**src/rtl/kmp_sequencer.sv**
```systemverilog
// KMP search sequencer: loads the pattern, builds the LPS table, then scans text ROM reporting matches.
// Optional macro KMP_SEQ_EARLY_EXIT_EN: stop the scan at the first match.
module kmp_sequencer #(
  parameter int PAT_LEN = 4,
  parameter int PAT_AW  = 3,
  parameter int TXT_LEN = 55,
  parameter int TXT_AW  = 8,
  parameter int CNT_W   = 8
) (
  input  logic              clk,
  input  logic              rst,
  input  logic              start,
  output logic [PAT_AW-1:0] pat_addr,
  input  logic [7:0]        pat_data,
  output logic [TXT_AW-1:0] txt_addr,
  input  logic [7:0]        txt_data,
  output logic              busy,
  output logic              done,
  output logic              match_valid,
  output logic [TXT_AW-1:0] match_pos,
  output logic [CNT_W-1:0]  match_count
);
  // Index width covers 0..PAT_LEN so k can reach its terminal value.
  localparam int KW = $clog2(PAT_LEN + 1);
  localparam int PD = 1 << KW;
  localparam logic [KW-1:0]     K_LAST = KW'(PAT_LEN - 1);
  localparam logic [KW-1:0]     K_END  = KW'(PAT_LEN);
  localparam logic [TXT_AW-1:0] I_LAST = TXT_AW'(TXT_LEN - 1);
  localparam logic [TXT_AW-1:0] P_OFS  = TXT_AW'(PAT_LEN - 1);

  typedef enum logic [2:0] {S_IDLE, S_LOAD, S_BUILD, S_FETCH, S_CMP, S_DONE} state_t;

  state_t            state, state_nxt;
  logic [7:0]        pat [PD];
  logic [KW-1:0]     lps [PD];
  logic [KW-1:0]     ld_cnt, len, k, j;
  logic [TXT_AW-1:0] i;
  logic              done_q;

  logic bld_eq, bld_end, cmp_eq, cmp_full, i_step, i_end;

  assign bld_eq   = (pat[k] == pat[len]);
  assign bld_end  = (bld_eq || len == '0) && (k == K_LAST);
  assign cmp_eq   = (pat[j] == txt_data);
  assign cmp_full = cmp_eq && (j == K_LAST);
  assign i_step   = cmp_eq || (j == '0);
  assign i_end    = (i == I_LAST);

  assign pat_addr = PAT_AW'(ld_cnt);
  assign txt_addr = i;
  // done is registered off the DONE state so it never coincides with a final match pulse.
  assign done     = done_q;
  assign busy     = (state != S_IDLE) || done_q;

  always_ff @(posedge clk) begin
    if (rst) state <= S_IDLE;
    else     state <= state_nxt;
  end

  always_comb begin
    state_nxt = state;
    case (state)
      S_IDLE:  if (start) state_nxt = S_LOAD;
      S_LOAD:  if (ld_cnt == K_END) state_nxt = S_BUILD;
      S_BUILD: if (bld_end) state_nxt = S_FETCH;
      S_FETCH: state_nxt = S_CMP;
      S_CMP: begin
        if (i_step) state_nxt = i_end ? S_DONE : S_FETCH;
`ifdef KMP_SEQ_EARLY_EXIT_EN
        if (cmp_full) state_nxt = S_DONE;
`endif
      end
      S_DONE:  state_nxt = S_IDLE;
      default: state_nxt = S_IDLE;
    endcase
  end

  always_ff @(posedge clk) begin
    if (rst) begin
      ld_cnt      <= '0;
      len         <= '0;
      k           <= '0;
      j           <= '0;
      i           <= '0;
      done_q      <= 1'b0;
      match_valid <= 1'b0;
      match_pos   <= '0;
      match_count <= '0;
      for (int q = 0; q < PD; q++) begin
        pat[q] <= '0;
        lps[q] <= '0;
      end
    end else begin
      match_valid <= 1'b0;
      done_q      <= (state == S_DONE);
      case (state)
        S_IDLE: begin
          if (start) begin
            match_count <= '0;
            match_pos   <= '0;
            ld_cnt      <= '0;
            i           <= '0;
          end
        end
        S_LOAD: begin
          // ROM data lags its address by one cycle, so capture the previous slot.
          if (ld_cnt != '0) pat[ld_cnt - 1'b1] <= pat_data;
          if (ld_cnt == K_END) begin
            ld_cnt <= '0;
            len    <= '0;
            k      <= KW'(1);
            lps[0] <= '0;
          end else begin
            ld_cnt <= ld_cnt + 1'b1;
          end
        end
        S_BUILD: begin
          if (bld_eq) begin
            lps[k] <= len + 1'b1;
            len    <= len + 1'b1;
            k      <= k + 1'b1;
          end else if (len != '0) begin
            len <= lps[len - 1'b1];
          end else begin
            lps[k] <= '0;
            k      <= k + 1'b1;
          end
          if (bld_end) begin
            i <= '0;
            j <= '0;
          end
        end
        S_CMP: begin
          if (cmp_full) begin
            match_valid <= 1'b1;
            match_pos   <= i - P_OFS;
            if (match_count != '1) match_count <= match_count + 1'b1;
            j <= lps[K_LAST];
            i <= i + 1'b1;
          end else if (cmp_eq) begin
            j <= j + 1'b1;
            i <= i + 1'b1;
          end else if (j != '0) begin
            j <= lps[j - 1'b1];
          end else begin
            i <= i + 1'b1;
          end
        end
        default: ;
      endcase
    end
  end
endmodule

```
**config.mk**
```make
export PLATFORM = sky130hd
export DESIGN_NAME = kmp_sequencer
export DESIGN_NICKNAME = d
export VERILOG_FILES = /design/src/rtl/kmp_sequencer.sv
export SDC_FILE = /design/constraint.sdc
export NUM_CORES = 1
export LEC_CHECK = 0
export CAP_MARGIN = 20
export CORE_MARGIN = 3
export CORE_UTILIZATION = 30
export CTS_CLUSTER_SIZE = 10
export DETAILED_ROUTE_END_ITERATION = 10
export GPL_TIMING_DRIVEN = 1
export PLACE_DENSITY_LB_ADDON = 0.3
export SKIP_LAST_GASP = 1
export SYNTH_ARGS = -nofsm -noshare
export SYNTH_HDL_FRONTEND = slang
export SYNTH_SLANG_ARGS = --single-unit
export TNS_END_PERCENT = 30
```
**constraint.sdc**
```tcl
create_clock -name clk -period 2.77 [get_ports clk]
set_input_delay 0.277 -clock clk [delete_from_list [all_inputs] [get_ports clk]]
set_output_delay 0.277 -clock clk [all_outputs]
set_load 0.02 [all_outputs]
```
==> results of run 1 <==
worst min path at each step:
stage                 start  cells after the start  slack (ns)            to
3_5_place_dp   match_pos[3]                      2        0.46  match_pos[3]
3_3_place_gp   match_pos[3]                      2        0.45  match_pos[3]
5_1_grt        match_pos[3]                      2        0.49  match_pos[3]
2_1_floorplan   pat_data[0]                      1        0.48     pat[0][0]
4_1_cts        match_pos[3]                      2        0.47  match_pos[3]
6_report       match_pos[3]                      2        0.46  match_pos[3]
critical path: cells and delay by family, from the launching register on:
family          cells  cell delay, ns
buf+inv             5            0.76
compound gates      2            0.37
xor+xnor            1            0.16
simple gates        2            0.33
flops               1            0.36
mux                 2            0.67
cell type report:
| type | instances | area (um2) | area share |
|---|---|---|---|
| timing repair buffer | 120 | 1170 | 0.114 |
| clock inverter | 15 | 163 | 0.0158 |
| inverter | 13 | 48.8 | 0.00474 |
| multi-input combinational | 491 | 4410 | 0.428 |
| tap | 335 | 419 | 0.0407 |
| clock buffer | 17 | 425 | 0.0413 |
| sequential | 138 | 3660 | 0.355 |
flip-flops by register name, indices dropped and copies added, names as in the netlist, named ones only:
name and cells:
done 1, pat 64, txt_addr 8, match_pos 8, j 3, k 3
pat_addr 3, match_count 8, len 3, match_valid 1, lps 24, state 3
routing by layer:
layer,GRT usage,up-vias
met2,0.242,205
met1,0.224,2962
met5,0,-
met4,0.0479,0
met3,0.0363,26
li1,-,2812
cells in the final DEF, fill, tap and decap left out, types with 4 or more instances in the layout:
cell             Yosys  routed
mux2i_2              0       5
xnor2_1             11      11
dfxtp_1             50      46
ha_1                15      15
o21ai_4              0       4
or2_2                5       5
clkdlybuf4s50_1      0      48
a21oi_1             17      15
xor2_1              16      14
o211ai_1             8       8
inv_6                0       7
buf_6                6       9
nand2b_1             4       4
a31oi_1              7       7
and3_1               6       6
buf_4                2      54
nor3b_1              4       4
o21ai_0             25      21
clkbuf_16            0      18
nor2_1              54      52
o21ai_2              1       6
nor2b_1              5       5
nand4_1             13      13
and2_1              65      65
nand2_1             34      34
mux4_2              54      56
mux2i_1             39      34
and4_4               1       4
nand3_1             29      27
dfxtp_4              0       4
nor3_1              14      13
inv_1               12      12
buf_12               0       8
edfxtp_1            88      88
report_power, final:
group / switching (mW) / total, mW / internal [mW]
Sequential: 0.0474 / 2.28 / 2.23
Combinational: 0.168 / 0.302 / 0.134
Clock: 0.972 / 2.32 / 1.35
kinds of logic (layout without fill, tap and decap cells):
group	Yosys count	after routing	share of synthesized area
flops	138	138	0.445
buf+inv	56	165	0.0398
compound gates	96	96	0.0823
fa+ha+maj	15	15	0.0229
mux	100	100	0.214
xor+xnor	27	27	0.0289
simple gates	253	253	0.167
stage by stage:
step | power (mW) | utilization | setup TNS [ns] | hold slack [ns] | worst slack, ns
floorplan | 2.47 | - | -0.0986 | 0.475 | -0.0132
global placement | 2.61 | 0.356 | -0.617 | 0.450 | -0.145
detailed placement | 2.61 | 0.356 | -1.26 | 0.457 | -0.165
CTS | 4.93 | 0.380 | -0.218 | 0.466 | -0.0415
global route | 5.05 | 0.390 | -5.26 | 0.491 | -0.179
finish | 4.90 | 0.390 | 0 | 0.461 | 0.000126
repair_timing:
item,in CTS,in global routing
cloned,0,1
setup endpoints to repair,42,80
buffers inserted,0,9
endpoints found under the hold margin,0,0
resized for setup,9,42
pin swaps,2,27
==> results.yml, run 1 <==
timing:
  relSlewSlack: 0.440
  rsz0062_at_grt: "true"
  hold_viol_final: 0
  worst_slew_pin_slew_ns: 0.840
  slew_violations: 0
  min_period_over_period: 1.00
  period_needed_ns: 2.77
  fmax_mhz: 361
  fin_skew_ns: 0.0113
  setup_viol: 0
drt:
  wl_mm: 22.8
  ant_nets: 0
  drc: 0
  firstDrtPassIters: 5
  vias: 6005
  routed-wl-met3_mm: 1.37
  wire_per_inst_um: 20.2
  wl_met1_mm: 10.5
  top_layer: "met4"
  dr_wl_met2_mm: 10.6
  viasPerCell: 5.32
  drt_iter0_drc: 607
floorplanning:
  die_y_um: 171
  ioPinCount: 49
  start_util: 0.309
  dieWidth_um: 171
  core_area_um2: 26400
  row_count: 59
  dieArea_um2: 29300
critical_path:
  r2r-end: "match_count[7]"
  cp-end-kind: "flop"
  crit_required_ns: 3.08
  r2r_cells: 12
  crit_path_top_delay_cell: "mux4_2"
  cp_max_fo: 7
  worstPathArrival_ns: 3.08
  worstSetupStartpointType: "flop"
  max_stage_delay_ns: 0.50
  endpoint: "match_count[7]"
  crit_chain: "buf_12 -> mux4_2 -> mux2i_1 -> buf_4 -> xor2_1 -> buf_4 -> nand4_1 -> buf_6 -> nor4_4 -> buf_6 -> a21oi_1 -> o221a_2"
  crit_type: "reg2reg"
  ff2ff_setup_slack_ns: 0.0001
yosys:
  yosysMostFrequentCell: "edfxtp_1"
  ys_ff_latch: 138
  syn-instance-count: 685
  synth_nets: 719
  yosys_warnings: 0
  ys.flop_type: "edfxtp_1"
  synth_edf_count: 88
  yosys-top-cells-count: "edfxtp_1, and2_1, mux4_2, nor2_1, dfxtp_1"
  netlist_area_um2: 8180
  ys_seq_area_frac: 0.445
  synth_area_per_cell_um2: 11.9
  ys_types: 71
  synth_top_area_frac: 0.323
  netlist_top_cells_area: "edfxtp_1, mux4_2, dfxtp_1"
  yosys.area.top_type: "edfxtp_1"
  synthArstFlopShare: 0
clocking:
  clk_latency_ns: 0.42
  cts_tree: "yes"
  clk_pin_slew_ns: 0.06
  cts_hold_buf: 0
  numCtsBuffers: 17
  cts.sinks: 138
  clock-root-buffer: "clkbuf_16"
  cts_max_level: 4
  clk_path_buf_depth: 2
hold_path:
  worstHoldPathType: "reg2reg"
placement:
  hpwl_mm: 16.4
  place_area_um2: 9400
  port_buffers: 48
  gp_congestion: 0.814
  dp_cells: 1087
final_layout:
  area_delta_synth_final_pct: 25.9
  fill_cells: 2534
  fin_area_um2: 10300
  final_cells: 1129
  layout-drive-gt1-share: 0.273
  antenna_cells: 0
  fin_nets: 815
global_route:
  first_global_vias: 5879
  antenna_found_initial: 1
  track_usage: 0.158
  grt.overflow.total: 0
  grt_start_max_net_pins: 29
  grt_pass1_wl_mm: 35.1
power_and_ir_drop:
  ir_worst_vdd_v: 0.000327
  power.leakage_nw: 3.50
  p_per_area_nw_per_um2: 475
run_status:
  status: "finished clean"
job:
  cap_violations: 0
Note: power is estimated with default switching activity, not from simulation.
==> run 2, diff against run 1 <==
- RECOVER_POWER: default -> 50
- clock period: 2.77 -> 3.2 ns (I/O delays scaled with it)
==> run 2 against run 1 <==
Effect of this change: critical path depth fell by 4; hold slack got worse by 0.0027 ns; design area fell by 5.7%; sequential power fell by 14%; cell count fell by 2.4%; register-to-register slack improved by 0.21 ns; clock skew fell by 0.0017 ns; power fell by 16%; sequential share of layout area rose by 2.0 points; non-clock buffer count fell by 27; global-route usage fell by 0.51 points; clock-buffer cell count rose by 1; largest power group is now sequential cells.
==> results.yml, run 2 (synthesized netlist as in run 1, its figures left out) <==
floorplanning:
  dieArea_um2: 29300
  die_y_um: 171
  start_util: 0.309
  row_count: 59
  ioPinCount: 49
  dieWidth_um: 171
  core_area_um2: 26400
global_route:
  use_met1: 0.203
  track_usage: 0.153
  use_met2: 0.257
  grt_pass1_wl_mm: 34.0
  grt.overflow.total: 0
  met3_usage: 0.0256
  first_global_vias: 5807
  antenna_found_initial: 0
  grt_busiest_layer: "met2"
  grt_start_max_net_pins: 40
clocking:
  clock-root-buffer: "clkbuf_16"
  numCtsBuffers: 17
  cts_max_level: 4
  clk_path_buf_depth: 2
  cts_tree: "yes"
  clk_pin_slew_ns: 0.07
  clk_latency_ns: 0.43
  cts.sinks: 138
timing:
  fin_skew_ns: 0.00956
  fmax_mhz: 335
  period_needed_ns: 2.99
  hold_viol_final: 0
  setup_tns_ns: 0
  slew_violations: 0
  min_period_over_period: 0.934
  relSlewSlack: 0.490
  rsz0062_at_grt: "true"
  worst_slew_pin_slew_ns: 0.755
  worst_slack_ns: 0.211
  setup_viol: 0
drt:
  ant_nets: 0
  wl_mm: 21.7
  vias: 5812
  firstDrtPassIters: 5
  viasPerCell: 5.27
  drc: 0
  drt_iter0_drc: 395
  wire_per_inst_um: 19.7
critical_path:
  crit_path_top_delay_cell: "mux4_2"
  cpLargestDelayFamily: "simple AND/OR/NAND/NOR gates"
  cp-end-kind: "flop"
  crit_required_ns: 3.30
  crit_chain: "buf_4 -> mux4_2 -> mux2i_1 -> xnor2_1 -> and4_1 -> a21oi_4 -> or4_1 -> o21ai_1"
  cp_max_fo: 7
  worstSetupStartpointType: "flop"
  worstPathArrival_ns: 3.09
  max_stage_delay_ns: 0.53
  critPathBufInv: 1
  crit_type: "reg2reg"
final_layout:
  post-route-util: 0.367
  layout-drive-gt1-share: 0.189
  largestRegisters: "pat (64), lps (24)"
  antenna_cells: 0
  fill_cells: 2555
  largest_reg_flops: 64
  regMostFlops: "pat"
  final_cells: 1102
  layout_common_cells: "edfxtp_1, mux4_2, nor2_1"
  fin_area_um2: 9710
  fin_nets: 788
  area_delta_synth_final_pct: 18.7
  final_common_cell: "edfxtp_1"
power_and_ir_drop:
  pwr-share-clk: 0.461
  switchingPower_uw: 993
  ir_worst_vdd_v: 0.000286
  power.leakage_nw: 3.28
  combPwrFrac: 0.058
  internal_power_mw: 3.10
  seq_power_share: 0.481
  switching_share: 0.242
  p_per_area_nw_per_um2: 422
hold_path:
  worstHoldPathType: "reg2reg"
placement:
  place_ws_ns: -0.000762
  hpwl_mm: 15.7
  port_buffers: 48
  dp_cells: 1069
  gp_congestion: 0.799
  place_area_um2: 9180
run_status:
  status: "finished clean"
job:
  cap_violations: 0
run 2: cell types whose count changed in the layout (fill, tap and decap cells not counted), sizes merged:
cell,previous run,this run
buf,71,35
clkdlybuf4s50,48,18
clkinv,3,8
inv,20,14
clkbuf,18,28
dlygate4sd3,0,30
bufinv,2,1
clkinvlp,3,4
run 2: area by class of cell:
cell class                 count  area [um2]  share of cell area
multi-input combinational    491        4210               0.434
tap                          335         419              0.0432
clock inverter                14         124              0.0128
clock buffer                  18         429              0.0442
inverter                      13        48.8             0.00503
timing repair buffer          93         831              0.0856
sequential                   138        3640               0.375
run 2: path summary, 6_finish.rpt:
| path | cells past startpoint | startpoint | slack [ns] | end |
|---|---|---|---|---|
| setup / recovery | 8 | flop | 0.21 | lps[6][0] |
| hold reg to reg | 2 | match_pos[2] | 0.46 | match_pos[2] |
| setup reg to reg | 8 | flop | 0.21 | lps[6][0] |
| hold / removal | 2 | match_pos[2] | 0.46 | match_pos[2] |
run 2: worst register-to-register path, stage by stage (launching register included):
cell and delay (ns):
dfxtp_1 0.33, buf_4 0.20, mux4_2 0.53, mux2i_1 0.18
xnor2_1 0.18, and4_1 0.35, a21oi_4 0.09, or4_1 0.53
o21ai_1 0.28
run 2: metrics by stage:
stage          total power [mW]  hold WS (ns)
2_1_floorplan              2.14         0.480
3_3_place_gp               2.25         0.451
3_5_place_dp               2.25         0.457
4_1_cts                    4.12         0.466
5_1_grt                    4.22         0.483
6_report                   4.10         0.459
run 2: what timing repair did:
action,CTS,global route
resized for setup,0,3
setup endpoints to repair,2,17
setup buffers,1,0
hold buffers,0,0
pin swaps,1,0
run 2: per-layer routing:
| metal | part of all wire | vias up |
|---|---|---|
| li1 | - | 2757 |
| met1 | 0.45 | 2895 |
| met3 | 0.040 | 18 |
| met4 | 0.017 | 0 |
| met2 | 0.49 | 142 |
| met5 | 0 | - |
run 2: power by group through the flow:
stage,combinational (mW),sequential [mW],clock (mW)
after floorplan,0.145,1.99,0
after global placement,0.240,2.01,0
after detailed placement,0.242,2.01,0
after CTS,0.243,1.97,1.91
after global routing,0.256,1.97,1.99
final,0.237,1.97,1.89
==> run 3, diff against run 2 <==
- ABC_CLOCK_PERIOD_IN_PS: default -> 2500
- GPL_TIMING_DRIVEN: 1 -> default
- clock period: 3.2 -> 2.5 ns (I/O delays scaled with it)
==> run 3 against run 2 <==
Effect of this change: the flow now finishes with violations (setup timing); maximum frequency grew 5.4%; clock-buffer cell count down 1; global-route usage increased by 0.66 points; register-to-register slack got worse by 0.55 ns; sequential cell count is the same; design area grew 7.1%.
==> results.yml, run 3 (synthesized netlist as in run 1, its figures left out) <==
timing:
  hold_viol_final: 0
  fmax_mhz: 353
  setup_viol: 90
  rsz0062_at_grt: "true"
  min_period_over_period: 1.13
  fin_skew_ns: 0.0180
  whs_ns: 0.460
  setup_tns_ns: -20.18
  worst_slack_ns: -0.336
  relSlewSlack: 0.608
  period_needed_ns: 2.84
  slew_violations: 0
  worst_slew_pin_slew_ns: 0.585
critical_path:
  r2r_cells: 10
  crit_type: "reg2reg"
  cp-end-kind: "flop"
  max_stage_delay_ns: 0.51
  crit_required_ns: 2.77
  crit_chain: "buf_12 -> mux4_2 -> mux2i_1 -> xnor2_1 -> nand4_1 -> buf_4 -> o211ai_1 -> buf_4 -> nand4_1 -> nor2_1"
  cp_max_fo: 8
  ff2ff_setup_slack_ns: -0.34
  r2r-end: "lps[4][0]"
  worstSetupStartpointType: "flop"
  crit_path_top_delay_cell: "mux4_2"
  worstPathArrival_ns: 3.11
run_status:
  status: "complete, but fails checks"
  violations: "setup timing"
final_layout:
  largestRegisters: "pat (64), lps (24)"
  antenna_cells: 0
  final_common_cell: "edfxtp_1"
  final_cells: 1150
  area_delta_synth_final_pct: 27.2
  fill_cells: 2521
  multi_input_area_um2: 4370
  fin_area_um2: 10400
  post-route-util: 0.394
  fin_nets: 836
  layout_common_cells: "edfxtp_1, buf_4, mux4_2"
  largest_reg_flops: 64
  register_area_um2: 3650
  layout-drive-gt1-share: 0.281
  regMostFlops: "pat"
global_route:
  first_global_vias: 6117
  grt.overflow.total: 0
  grt_start_max_net_pins: 40
  antenna_found_initial: 0
  grt_pass1_wl_mm: 35.5
  track_usage: 0.160
placement:
  place_area_um2: 9600
  place_ws_ns: -0.497
  hpwl_mm: 17.2
  port_buffers: 48
  dp_cells: 1114
  gp_congestion: 0.926
floorplanning:
  row_count: 59
  die_y_um: 171
  core_area_um2: 26400
  start_util: 0.309
  dieWidth_um: 171
  ioPinCount: 49
  dieArea_um2: 29300
drt:
  drc: 0
  wl_mm: 23.1
  wire_per_inst_um: 20.1
  dr_wl_met2_mm: 10.9
  top_layer: "met4"
  viasPerCell: 5.30
  vias: 6093
  firstDrtPassIters: 5
  ant_nets: 0
  wl_met1_mm: 10.3
  drt_iter0_drc: 463
  routed-wl-met3_mm: 1.49
job:
  cap_violations: 0
power_and_ir_drop:
  power.leakage_nw: 3.66
  ir_worst_vdd_v: 0.000435
  p_per_area_nw_per_um2: 527
  total_power_mw: 5.48
clocking:
  clk_latency_ns: 0.44
  cts_tree: "yes"
  cts.sinks: 138
  clock-root-buffer: "clkbuf_16"
  clk_pin_slew_ns: 0.07
  numCtsBuffers: 17
  clk_path_buf_depth: 2
  cts_max_level: 4
hold_path:
  hold_end: "match_pos[2]"
  worstHoldPathType: "reg2reg"
  hold_start: "match_pos[2]"
  holdPathStages: 2
-- run 3: cell count changes in the layout (fill, tap and decap cells not counted), sizes merged --
cell,previous run,this run
buf,35,84
inv,14,20
clkinvlp,4,0
clkbuf,28,26
bufinv,1,0
clkdlybuf4s50,18,19
dlygate4sd3,30,29
-- run 3: per-layer routing --
layer	up-vias	track usage
met3	29	0.0418
li1	2854	-
met5	-	0
met1	3011	0.213
met4	0	0.0507
met2	199	0.255
-- run 3: worst max-delay path, delay by kind of cell (launching register included) --
family / cells / cell delay, ns
AOI/OAI and AO/OA: 1 / 0.17
DFF: 1 / 0.38
buffers and inverters: 3 / 0.51
xor gates and xnor gates: 1 / 0.19
muxes: 2 / 0.74
and+or+nand+nor: 3 / 0.68
-- run 3: worst max path at each step --
stage	to	depth (start not counted)	startpoint	slack, ns
final	lps[4][0]	10	flop	-0.34
after global routing	lps[4][0]	10	flop	-0.50
after CTS	lps[4][0]	10	flop	-0.25
after detailed placement	flop	9	flop	-0.50
after global placement	flop	9	flop	-0.48
after floorplan	lps[6][0]	10	flop	-0.28
-- run 3: what timing repair did --
item / in CTS / in global routing
hold buffers: 0 / 0
buffers inserted: 2 / 1
setup endpoints to repair: 89 / 93
pin swaps: 18 / 10
gates resized for setup: 25 / 18
gates cloned: 0 / 1
-- run 3: where the power goes --
part	leakage [nW]	switching (mW)	internal, mW
Sequential	1.31	0.0563	2.47
Clock	0.299	1.24	1.37
Combinational	2.04	0.189	0.159
Total	3.66	1.48	4.00
-- run 3: final cells by class --
| type | instances | share of cell area |
|---|---|---|
| Inverter | 13 | 0.00469 |
| Sequential cell | 138 | 0.351 |
| Clock inverter | 15 | 0.0182 |
| Timing Repair Buffer | 141 | 0.125 |
| Clock buffer | 17 | 0.0409 |
| Multi-Input combinational cell | 491 | 0.420 |
| Tap cell | 335 | 0.0403 |
